--- src/rtl/instr_mem_loader.sv ---
// instr_mem_loader: byte-stream programmer for the instruction memory.
// Accepts a framed stream (16-bit word count, big-endian instruction bytes,
// XOR checksum) over valid/ready and writes each byte, one cycle after it
// arrives, to the instruction memory's byte write port. The CPU is held in
// stall while a load is in progress.
module instr_mem_loader #(
    parameter int PCSize               = 32,
    parameter int AmountOfInstructions = 128
) (
    input  logic              clk,
    input  logic              rst,
    input  logic              start,
    input  logic              in_valid,
    input  logic [7:0]        in_data,
    output logic              in_ready,
    output logic              mem_we,
    output logic [PCSize-1:0] mem_addr,
    output logic [7:0]        mem_wdata,
    output logic              cpu_hold,
    output logic              busy,
    output logic              done,
    output logic              error,
    output logic [15:0]       words_loaded
);

    localparam logic [2:0] S_IDLE   = 3'd0;
    localparam logic [2:0] S_LEN_HI = 3'd1;
    localparam logic [2:0] S_LEN_LO = 3'd2;
    localparam logic [2:0] S_DATA   = 3'd3;
    localparam logic [2:0] S_CHECK  = 3'd4;
    localparam logic [2:0] S_DONE   = 3'd5;

    // Memory capacity in bytes, widened so 4*len (up to 18 bits) compares cleanly.
    localparam logic [17:0] MaxBytes = 18'(AmountOfInstructions);

    logic [2:0]  state;
    logic [15:0] len;
    logic [17:0] byte_cnt;
    logic [7:0]  checksum;

    logic        active;
    logic        xfer;
    logic [15:0] len_full;
    logic [17:0] len_bytes;
    logic [17:0] last_idx;

    // Byte count of the load as it will be once the low length byte lands.
    function automatic logic [17:0] bytes_of(input logic [15:0] words);
        return {words, 2'b00};
    endfunction

    // Length exceeding memory capacity is rejected before any write happens.
    function automatic logic too_long(input logic [15:0] words);
        return bytes_of(words) > MaxBytes;
    endfunction

    assign len_full  = {len[15:8], in_data};
    assign len_bytes = bytes_of(len);
    assign last_idx  = len_bytes - 18'd1;

    // Handshake and stall outputs follow directly from the current state.
    always_comb begin
        active   = (state == S_LEN_HI) || (state == S_LEN_LO) ||
                   (state == S_DATA)   || (state == S_CHECK);
        in_ready = active;
        busy     = active;
        cpu_hold = active;
        xfer     = active && in_valid;
    end

    // Load sequencer: frame parsing, memory write issue, checksum and status.
    always_ff @(posedge clk) begin
        if (rst) begin
            state        <= S_IDLE;
            len          <= 16'd0;
            byte_cnt     <= 18'd0;
            checksum     <= 8'd0;
            mem_we       <= 1'b0;
            mem_addr     <= '0;
            mem_wdata    <= 8'd0;
            done         <= 1'b0;
            error        <= 1'b0;
            words_loaded <= 16'd0;
        end else begin
            // The write strobe is a single-cycle pulse per accepted data byte.
            mem_we <= 1'b0;

            case (state)
                S_IDLE, S_DONE: begin
                    if (start) begin
                        state        <= S_LEN_HI;
                        done         <= 1'b0;
                        error        <= 1'b0;
                        words_loaded <= 16'd0;
                        byte_cnt     <= 18'd0;
                        checksum     <= 8'd0;
                    end
                end

                S_LEN_HI: begin
                    if (xfer) begin
                        len[15:8] <= in_data;
                        state     <= S_LEN_LO;
                    end
                end

                S_LEN_LO: begin
                    if (xfer) begin
                        len[7:0] <= in_data;
                        if (len_full == 16'd0) begin
                            state <= S_CHECK;
                        end else if (too_long(len_full)) begin
                            state <= S_DONE;
                            done  <= 1'b1;
                            error <= 1'b1;
                        end else begin
                            state <= S_DATA;
                        end
                    end
                end

                S_DATA: begin
                    if (xfer) begin
                        mem_we    <= 1'b1;
                        mem_addr  <= PCSize'(byte_cnt);
                        mem_wdata <= in_data;
                        checksum  <= checksum ^ in_data;
                        byte_cnt  <= byte_cnt + 18'd1;
                        // Fourth byte of a word completes that word.
                        if (byte_cnt[1:0] == 2'b11) begin
                            words_loaded <= words_loaded + 16'd1;
                        end
                        if (byte_cnt == last_idx) begin
                            state <= S_CHECK;
                        end
                    end
                end

                S_CHECK: begin
                    if (xfer) begin
                        state <= S_DONE;
                        done  <= 1'b1;
                        error <= (in_data != checksum);
                    end
                end

                default: begin
                    state <= S_IDLE;
                end
            endcase
        end
    end

endmodule

--- config.mk ---
export PLATFORM = sky130hd
export DESIGN_NAME = instr_mem_loader
export DESIGN_NICKNAME = d
export VERILOG_FILES = /design/src/rtl/instr_mem_loader.sv
export SDC_FILE = /design/constraint.sdc
export NUM_CORES = 1
export LEC_CHECK = 0
export CELL_PAD_IN_SITES_DETAIL_PLACEMENT = 0
export CELL_PAD_IN_SITES_GLOBAL_PLACEMENT = 1
export CORE_AREA = 10 10 106 108
export CTS_CLUSTER_DIAMETER = 120
export DETAILED_ROUTE_END_ITERATION = 12
export DIE_AREA = 0 0 116 118
export DONT_BUFFER_PORTS = 1
export PLACE_DENSITY_LB_ADDON = 0.15
export RECOVER_POWER = 100
export SLEW_MARGIN = 20
export SYNTH_ARGS = -nofsm -noshare
export SYNTH_HDL_FRONTEND = slang
export SYNTH_SLANG_ARGS = --single-unit
--- constraint.sdc ---
create_clock -name clk -period 6.3 [get_ports clk]
set_input_delay 0.63 -clock clk [delete_from_list [all_inputs] [get_ports clk]]
set_output_delay 0.63 -clock clk [all_outputs]
set_load 0.03 [all_outputs]
# After elaboration in Yosys (flattened, before gate mapping)
# Index checks and enable logic that the tools add are counted.
# totals
ff_bits	90
in_bits	12
output_inout_bits	62
word_cells	79
# classes
add_sub_neg	3
order_cmp	1
n_eq_ne	17
n_mux	28
bitwise	2
reduce_logical	17
# op_table
cell	n
two-way mux 16 bit	3
two-way mux 18 bit	2
case mux 18 bit (2 select lines)	1
case mux 16 bit (2 select lines)	1
two-way mux 3 bit	8
adder 18 x 1 -> 18 bit (second input constant)	1
== test 18 bit	1
greater-than comparator 18 x 8 -> 1 bit (second input constant)	1
subtractor 18 x 1 -> 18 bit (second input constant)	1
adder 16 x 1 -> 16 bit (second input constant)	1
zero test 16 bit	1
two-way mux 8 bit	2
case mux 8 bit (2 select lines)	1
case mux 3 bit (5 select lines)	1
inequality test 2 bit (second input constant)	6
AND reduction 6 bit	2
inequality test 8 bit	1
bitwise XOR 8 bit	1
two-way mux 1 bit	7
== test 3 x 2 -> 1 bit (second input constant)	2
== test 3 bit (second input constant)	2
inequality test 2 x 1 -> 1 bit (second input constant)	3
case mux 1 bit (3 select lines)	2
AND reduction 2 bit	3
11 further kinds	14

# Depth between registers and ports, before layout
# Gate-level depths: netlist (run 1).
# logic_depth
ltp_word	7
mapped_depth	10
mapped_depth_nobuf	9

# Least setup slack after synthesis (run 1)
# OpenSTA, ideal clock, no wires.
# synth_path
path_kind	register to register
start	register len[0]
end	register state[0]
setup_ns	0.116
arrival_ns	2.493
required_ns	6.184
path_slack_ns	3.691
stages_incl_launch_ff	10
path_buffers	0
period_less_slack_ns	2.609
cell_sequence	dfxtp_1 > inv_1 > ha_1 > nor3b_1 > nand4_1 > xnor2_1 > a2111oi_2 > nand4_1 > or4_4 > o211a_1
# synth_via
elab_chain_cells	4
# synth_rtl
element	line	source
start: declaration	37	logic [15:0] len;
start signal: assignment	109	len[7:0] <= in_data;
subtractor 18 x 1 -> 18 bit	59	assign last_idx = len_bytes - 18'd1;
== test 18 bit	133	if (byte_cnt == last_idx) begin
inequality test 2 x 1 -> 1 bit (no line)	--	
AND reduction 6 bit (no line)	--	
end signal: assignment	74	state <= S_IDLE;
end signal: assignment	134	state <= S_CHECK;
end signal: assignment	141	state <= S_DONE;
end: declaration	36	logic [2:0] state;
# Every way passes these cells.
# A chain may end at the register's enable or synchronous reset.

# Worst setup path after layout (run 1)
# layout_path
start	register state[0]
end	register byte_cnt[14]
# layout_via
elab_chain_cells	7
word_cells_on_any_way	16
classes_between	7 x eq/ne; 1 x mux; 8 x reduce/logical
# layout_rtl
element	line	source
start signal: assignment	74	
start signal: assignment	91	state <= S_LEN_HI;
start signal: assignment	103	state <= S_LEN_LO;
== test 3 x 1 -> 1 bit or == test 3 x 2 -> 1 bit (tied branches)	63	active = (state == S_LEN_HI) || (state == S_LEN_LO) ||
logical OR 1 bit (2 in a row)	63	
logical OR 1 bit	64	(state == S_DATA) || (state == S_CHECK);
logical AND 1 bit	68	xfer = active && in_valid;
inequality test 2 bit (no line)	--	
AND reduction 3 bit (no line)	--	
end signal: assignment	128	byte_cnt <= byte_cnt + 18'd1;
end: declaration	38	logic [17:0] byte_cnt;
# Several ways; a longest one is shown, not always the timed one.

==> results.cfg, run 1 <==
[run_status]
status = finished with violations
violations = max-capacitance violations, max-slew violations

[critical_path]
startpoint_type = flop
cpMaxStageDelayCell = clkbuf_1
crit_path_end_kind = flop
cp_max_fo = 26
r2r_slack_ns = 2.62
crit_chain = or2_2, nor2_1, or2_0, a21o_1, clkbuf_1, nor2_1
critPathKind = reg2reg
worstPathRequired_ns = 6.51
path_common_cell = nor2_1
cp_data_arrival_time_ns = 3.89
cpPeakStageDelay_ns = 0.89

[logic_synthesis]
yosysTopAreaCell = dfxtp_1
synth.top_cell.area_share_pct = 39.2
yosys_warnings = 0
ys_seq_area_share_pct = 39.2
synth.top_cells.by_area = dfxtp_1 (39%), nand2_1 (8.6%), xor2_1 (7.8%)
yosys_register_bits = 90
synthFlopType = dfxtp_1
netlist_area_sq_um = 4600
synth-edff-count = 0
synth.distinct_cells = 56
synthArstFlopShare_pct = 0
synthCells = 568
synth.most_common_cell = nand2_1
synthTopCellsByCount = nand2_1 (106), dfxtp_1 (90), nor2_1 (70)
synth_area_per_cell_sq_um = 8.10

[grt]
grt_usage_pct = 15.7
grt_pass1_vias = 3475
grt_first_pass_wirelength_mm = 17.7
antenna_found_initial = 0
gr-total-overflow = 0
grt_max_degree = 50

[die]
die_height_um = 118
design.die.area_sq_um = 13700
placementRows = 35
io_pins = 74
core_sq_um = 9110
start_util_pct = 50.5
fp.dieW_um = 116

[route]
drtPass1Iterations = 4
detail-route-antenna-nets = 0
wl_per_cell_um = 16.5
vias = 3587
initialDrtViolationCount = 367
drc_errors = 0
viasPerCell = 5.45
drt-total-wl_mm = 10.8

[pwr]
p_int_uw = 966
seq_power_share_pct = 45.0
p_comb_share_pct = 30.9
p_sw_uw = 629
p_leak_uw = 0.00167
pwr_density_cell_nw_per_um2 = 342
peakVddDrop_mv = 0.217
switching_share_pct = 39.5
p_clk_share_pct = 24.2

[timing]
maxSlewHeadroom_pct = -39.3
min_period_ns = 3.68
clock_skew_ns = 0.0169
layout_setup_ws_ns = 2.62
setup-tns-final_ns = 0
slew_viol_final = 11
tightest_slew_ns = 2.06
rsz0062_at_grt = false
hold_viol = 0
final-setup-viol-count = 0
fin_crit_sh_pct = 58.4
fmax_mhz = 272

[placed_design]
routabilityCongestion = 0.856
place_hpwl_mm = 8.05
post-place-ws_ns = 3.45
io_buffers = 0

[final_layout]
nNetsFinal = 557
postLayoutCoreUtil_pct = 51.2
drive_gt1_share_pct = 4.94
nFillCells = 965
n_antenna_cell = 0
area_delta_synth_final_pct = 1.39

[cts]
clkLatencyLatePin_ns = 0.36
cts_hold_buffers = 0
cts-root-buf = clkbuf_8
cts_max_level = 3
cts_buffers = 9
postCtsSetupRepairBufs = 0
cts_max_path_buffers = 2
clkTransAtPathRegs_ns = 0.10
tritoncts = built
ctsResizeCount = 0
clock_sinks = 90

[min_path]
hp-class = in2reg

[run]
max_cap_viol_count = 2
==> worst max-delay path, delay by kind of cell (launching register included) <==
kind / cells / cell delay (ns)
compound gates: 1 / 0.58
simple gates: 4 / 1.64
buf+inv: 1 / 0.89
flops: 1 / 0.42
==> layout make-up <==
type | count | area [sq um] | area share [%]
Clock buffer | 10 | 138 | 2.95
Clock inverter | 6 | 58.8 | 1.26
Inverter | 8 | 30.0 | 0.644
Multi-Input combinational cell | 432 | 2490 | 53.5
Sequential cell | 90 | 1800 | 38.6
Tap cell | 111 | 139 | 2.98
Timing Repair Buffer | 1 | 3.75 | 0.0805
==> final timing paths <==
check              startpoint            to  cells past startpoint
setup reg to reg     state[0]  byte_cnt[14]                      6
hold / removal            rst  mem_wdata[6]                      1
hold reg to reg   byte_cnt[1]   mem_addr[1]                      2
setup / recovery     state[0]  byte_cnt[14]                      6
==> routing by layer <==
metal	up-vias	track usage [%]	share of wire, %
li1	1823	-	-
met1	1669	19.2	45
met2	87	25.3	47
met3	8	5.76	7.0
met4	0	3.60	0.84
met5	-	0	0
==> cells in the final DEF, fill, tap and decap left out, drive strengths merged, types with 2 or more instances in the layout <==
cell type  netlist  final
xnor2           29     29
nor3            13     13
a21o             4      4
clkbuf          29     11
a31oi            3      3
or3b             3      3
nor4b            2      2
inv              8     11
a21oi           45     45
and3             8      8
ha               3      3
a2111oi          2      2
or4              3      3
o21ai            7      7
o211ai           4      4
nand2          106    106
nor4             8      8
and4             3      3
conb             1     14
nand4b           2      2
mux2i           10     10
clkinv           0      2
nor2            70     70
nand4           10     10
dfxtp           90     90
nor3b            3      3
nand2b           5      5
xor2            41     41
nand3           10     10
nand3b           5      5
a32oi            2      2
or2              4      4
a211oi           3      3
==> power by group through the flow <==
stage / Clock [uW] / Sequential, uW / Combinational [uW]
2_1_floorplan: 0 / 694 / 488
3_3_place_gp: 0 / 730 / 497
3_5_place_dp: 0 / 730 / 503
4_1_cts: 400 / 718 / 506
5_1_grt: 421 / 728 / 544
6_report: 385 / 717 / 492
==> cells by family (layout without fill, tap and decap cells) <==
family | count (synthesis) | in the layout | synth area share, %
other cells | 1 | 14 | 0.0815
buf+inv | 59 | 25 | 7.48
flops | 90 | 90 | 39.2
simple gates | 258 | 258 | 26.2
fa+ha+maj | 3 | 3 | 0.816
mux | 11 | 11 | 2.42
compound gates | 76 | 76 | 10.5
xor+xnor | 70 | 70 | 13.3
==> sequential cells by signal, summed over array words and instances, names as in the netlist <==
register,cells
mem_wdata,8
state,3
checksum,8
mem_we,1
error,1
done,1
byte_cnt,18
len,16
mem_addr,18
words_loaded,16
==> through the flow <==
stage / instance area [sq um] / hold WS, ns / std cells / total power (uW)
global route: 4660 / 0.306 / 658 / 1690
finish: 4660 / 0.334 / 658 / 1590
CTS: 4690 / 0.308 / 658 / 1620
global placement: 4500 / 0.475 / 642 / 1230
detailed placement: 4500 / 0.485 / 642 / 1230
floorplan: 4650 / 0.460 / 581 / 1180
Power figures use the tool's default switching activity.
==> inputs of run 2 (changes only) <==
CORE_AREA = 10 10 116 118   (was 10 10 106 108)
DIE_AREA = 0 0 126 128   (was 0 0 116 118)
clock period = 2.95 ns   (was 6.3 ns; I/O delays follow)
==> run 2 against run 1 <==
Compared with the run above:
- the flow now finishes without violations
- global-route usage down 0.99 points
- routed wire length grew 7.4%
- core utilization is 7.7 points lower
- sequential share of layout area fell by 1.8 points
- critical endpoint is now state[0]
==> results.cfg, run 2 (synthesis gave the netlist of run 1 again) <==
[final_layout]
area_delta_synth_final_pct = 6.23
postLayoutCoreUtil_pct = 43.5
nFillCells = 1170
final_common_cell = nand2_1
mostFrequentLayoutCells = nand2_1 (106), dfxtp_1 (90), nor2_1 (70)
drive_gt1_share_pct = 6.79
nNetsFinal = 570
n_antenna_cell = 0
top_regs = byte_cnt x18, mem_addr x18

[cts]
clkTransAtPathRegs_ns = 0.06
cts_max_path_buffers = 2
clock_sinks = 90
cts-root-buf = clkbuf_16
cts_max_level = 3
clkLatencyLatePin_ns = 0.35
tritoncts = built
cts_buffers = 9
postCtsSetupRepairBufs = 0

[route]
viasPerCell = 5.24
vias = 3683
wl_per_cell_um = 16.6
detail-route-antenna-nets = 0
initialDrtViolationCount = 129
drtPass1Iterations = 4
drt-total-wl_mm = 11.7
drc_errors = 0

[grt]
grt_usage_pct = 14.7
grt_first_pass_wirelength_mm = 19.3
gr-total-overflow = 0
antenna_found_initial = 0
grt_pass1_vias = 3647
grt_max_degree = 48

[critical_path]
rr_worst_depth = 9
crit_path_end_kind = flop
worstPathRequired_ns = 3.19
startpoint_type = flop
critPathKind = reg2reg
cp_max_fo = 7
cp_data_arrival_time_ns = 3.01

[min_path]
hp-class = in2reg
worstHoldPathCells = 1

[placed_design]
place_hpwl_mm = 8.57
routabilityCongestion = 0.921
io_buffers = 0

[timing]
min_period_ns = 2.77
slew_viol_final = 0
hold_viol = 0
rsz0062_at_grt = false
maxSlewHeadroom_pct = 30.0
fin_crit_sh_pct = 94.0
setup-tns-final_ns = 0
fmax_mhz = 361
final-setup-viol-count = 0
tightest_slew_ns = 1.05
clock_skew_ns = 0.00492

[run_status]
status = complete, no violations

[die]
core_sq_um = 11200
placementRows = 39
fp.dieW_um = 126
die_height_um = 128
start_util_pct = 41.0
design.die.area_sq_um = 16100
io_pins = 74

[pwr]
peakVddDrop_mv = 0.406
report.power.total_uw = 3750
pwr_density_cell_nw_per_um2 = 768
p_leak_uw = 0.00174

[run]
max_cap_viol_count = 0
==> run 2: changes by cell type in the layout (fill, tap and decap cells not counted), moves of 2 or more <==
cell,previous run,this run
clkinvlp_4,1,3
clkbuf_2,0,2
buf_4,0,5
clkbuf_16,0,9
inv_6,3,0
clkbuf_1,1,8
clkbuf_8,10,1
==> run 2: final cells by class <==
type                       instances  area [sq um]  area share (%)
timing repair buffer              14          80.1            1.64
clock inverter                     4          27.5           0.563
inverter                           8          30.0           0.614
multi-input combinational        432          2520            51.6
tap                              143           179            3.66
sequential                        90          1800            36.9
clock buffer                      12           246            5.04
==> run 2: path summary, 6_finish.rpt <==
| kind | slack, ns | startpoint | end |
|---|---|---|---|
| setup reg to reg | 0.18 | len[1] | state[0] |
| hold reg to reg | 0.49 | byte_cnt[17] | mem_addr[17] |
| hold / removal | 0.01 | rst | mem_wdata[3] |
| setup / recovery | 0.18 | len[1] | state[0] |
==> run 2: through the flow <==
step                      std cells  hold slack, ns  cell area [sq um]  setup slack [ns]
after CTS                       703        0.000645               4920            0.0559
final                           703          0.0129               4890             0.178
after global placement          686           0.371               4640             0.150
after floorplan                 581           0.428               4650             0.341
after global routing            703         0.00768               4890           0.00146
after detailed placement        686           0.374               4640            0.0797
==> run 2: layer usage <==
metal | routed length, um | track usage, %
met2 | 5500 | 23.8
met4 | 285 | 7.30
met1 | 5030 | 17.0
met3 | 834 | 4.92
met5 | 0 | 0
==> run 2: what timing repair did <==
action	in CTS	in global routing
gates resized for setup	0	2
hold endpoints to repair	3	0
endpoints found under the setup margin	0	3
hold buffers	1	0
==> run 2: report_power, final <==
group / internal (uW) / switching [uW]
Sequential: 1330 / 175
Clock: 593 / 483
Combinational: 442 / 736
==> run 2: critical path: stages (launching register included) <==
cell and delay [ns]:
dfxtp_1 0.35, inv_1 0.07, ha_1 0.26, or3b_1 0.50, nor3_1 0.18, a21oi_1 0.10, a2111oi_2 0.28, nand4_1 0.14
or4_4 0.54, o211a_1 0.24
==> inputs of run 3 (changes only) <==
CORE_AREA = 10 10 135 137   (was 10 10 116 118)
CTS_BUF_LIST = sky130_fd_sc_hd__clkbuf_8   (was default)
DIE_AREA = 0 0 145 147   (was 0 0 126 128)
RECOVER_POWER = 50   (was 100)
==> run 3 against run 2 <==
Compared with the run above:
- worst setup slack better by 0.096 ns
- combinational power hardly changed
- power is 4.5% lower
- critical path type unchanged
- critical path depth stayed put
- largest cell class unchanged
==> results.cfg, run 3 (synthesis gave the netlist of run 1 again) <==
[run_status]
status = complete, no violations

[die]
design.die.area_sq_um = 21300
fp.dieW_um = 145
start_util_pct = 29.5
die_height_um = 147
core_sq_um = 15600
placementRows = 46
io_pins = 74

[critical_path]
startpoint_type = flop
crit_path_end_kind = flop
critPathKind = reg2reg
cp_max_fo = 7
cp_data_arrival_time_ns = 2.95
worstPathRequired_ns = 3.23

[route]
viasPerCell = 4.75
vias = 3673
drt-total-wl_mm = 12.5
drtPass1Iterations = 5
wl_per_cell_um = 16.2
drc_errors = 0
detail-route-antenna-nets = 0
initialDrtViolationCount = 214

[final_layout]
fin_cells = 774
final_common_cell = nand2_1
mostFrequentLayoutCells = nand2_1 (106), dfxtp_1 (90), nor2_1 (70)
postLayoutCoreUtil_pct = 31.5
nNetsFinal = 568
final_area_sq_um = 4910
area_delta_synth_final_pct = 6.69
top_regs = byte_cnt x18, mem_addr x18
n_antenna_cell = 0
drive_gt1_share_pct = 6.99

[pwr]
peakVddDrop_mv = 0.246
pwr_density_cell_nw_per_um2 = 731
p_leak_uw = 0.00173

[placed_design]
routabilityCongestion = 0.793
place_inst = 757
place_hpwl_mm = 9.18
placed_cell_area_sq_um = 4700
io_buffers = 0

[timing]
tightest_slew_ns = 1.17
hold_viol = 0
fin_crit_sh_pct = 90.7
maxSlewHeadroom_pct = 22.3
rsz0062_at_grt = false
fmax_mhz = 374
final-setup-viol-count = 0
clock_skew_ns = 0.0112
min_period_ns = 2.68
setup-tns-final_ns = 0
finalHoldWorstSlack_ns = 0.0375
slew_viol_final = 0

[run]
max_cap_viol_count = 0

[grt]
grt_pass1_vias = 3654
antenna_found_initial = 0
grt_usage_pct = 11.9
grt_max_degree = 45
gr-total-overflow = 0
grt_first_pass_wirelength_mm = 20.5

[cts]
cts-root-buf = clkbuf_8
clkLatencyLatePin_ns = 0.38
cts_max_level = 3
tritoncts = built
clock_sinks = 90
cts_buffers = 9
cts_max_path_buffers = 2
clkTransAtPathRegs_ns = 0.10
postCtsSetupRepairBufs = 0

[min_path]
hp-class = in2reg
-- run 3: changes by cell type in the layout (fill, tap and decap cells not counted), sizes merged --
cell,delta
buf,+3
clkinvlp,-3
clkinv,+2
dlygate4sd3,-1
bufinv,+1
inv,+2
clkbuf,-6
-- run 3: path summary, 6_finish.rpt --
kind,from,endpoint,slack [ns],cells after the start
max reg2reg,len[0],state[0],0.27,9
min reg2reg,byte_cnt[1],mem_addr[1],0.52,2
min,in_data[6],mem_wdata[6],0.04,2
max,len[0],state[0],0.27,9
-- run 3: critical path, stage by stage, from the launching register on --
cell and delay (ns):
dfxtp_1 0.38, inv_1 0.09, ha_1 0.18, or3b_1 0.47, nor3_1 0.17, a21oi_1 0.10, a2111oi_2 0.28, nand4_1 0.14
or4_4 0.53, o211a_1 0.24
-- run 3: layout make-up --
type	instances	area (sq um)
Fill cell	1694	10700
Multi-Input combinational cell	432	2520
Sequential cell	90	1800
Tap cell	216	270
Clock buffer	10	138
Timing Repair Buffer	12	87.6
Clock inverter	6	65.1
Inverter	8	30.0
-- run 3: timing repair --
| item | in CTS | in global routing |
|---|---|---|
| endpoints found under the setup margin | 0 | 3 |
| hold endpoints to repair | 44 | 0 |
| hold buffers | 1 | 0 |
| gates resized for setup | 0 | 1 |
-- run 3: layer usage --
metal / global-route usage, % / part of all wire, %
met1: 13.6 / 43
met2: 20.3 / 49
met3: 4.15 / 6.6
met4: 3.52 / 0.97
met5: 0 / 0
-- run 3: per-stage QoR --
step,setup slack (ns),total power [uW]
floorplan,0.341,2530
global placement,0.244,2730
detailed placement,0.159,2730
CTS,0.114,3660
global route,0.0396,3850
finish,0.275,3590
-- run 3: power by group --
part	switching (uW)	internal, uW	leakage (uW)	total [uW]
sequential	186	1320	0.000727	1510
clock	471	417	0.000108	888
combinational	739	451	0.000895	1190
total	1400	2190	0.00173	3590
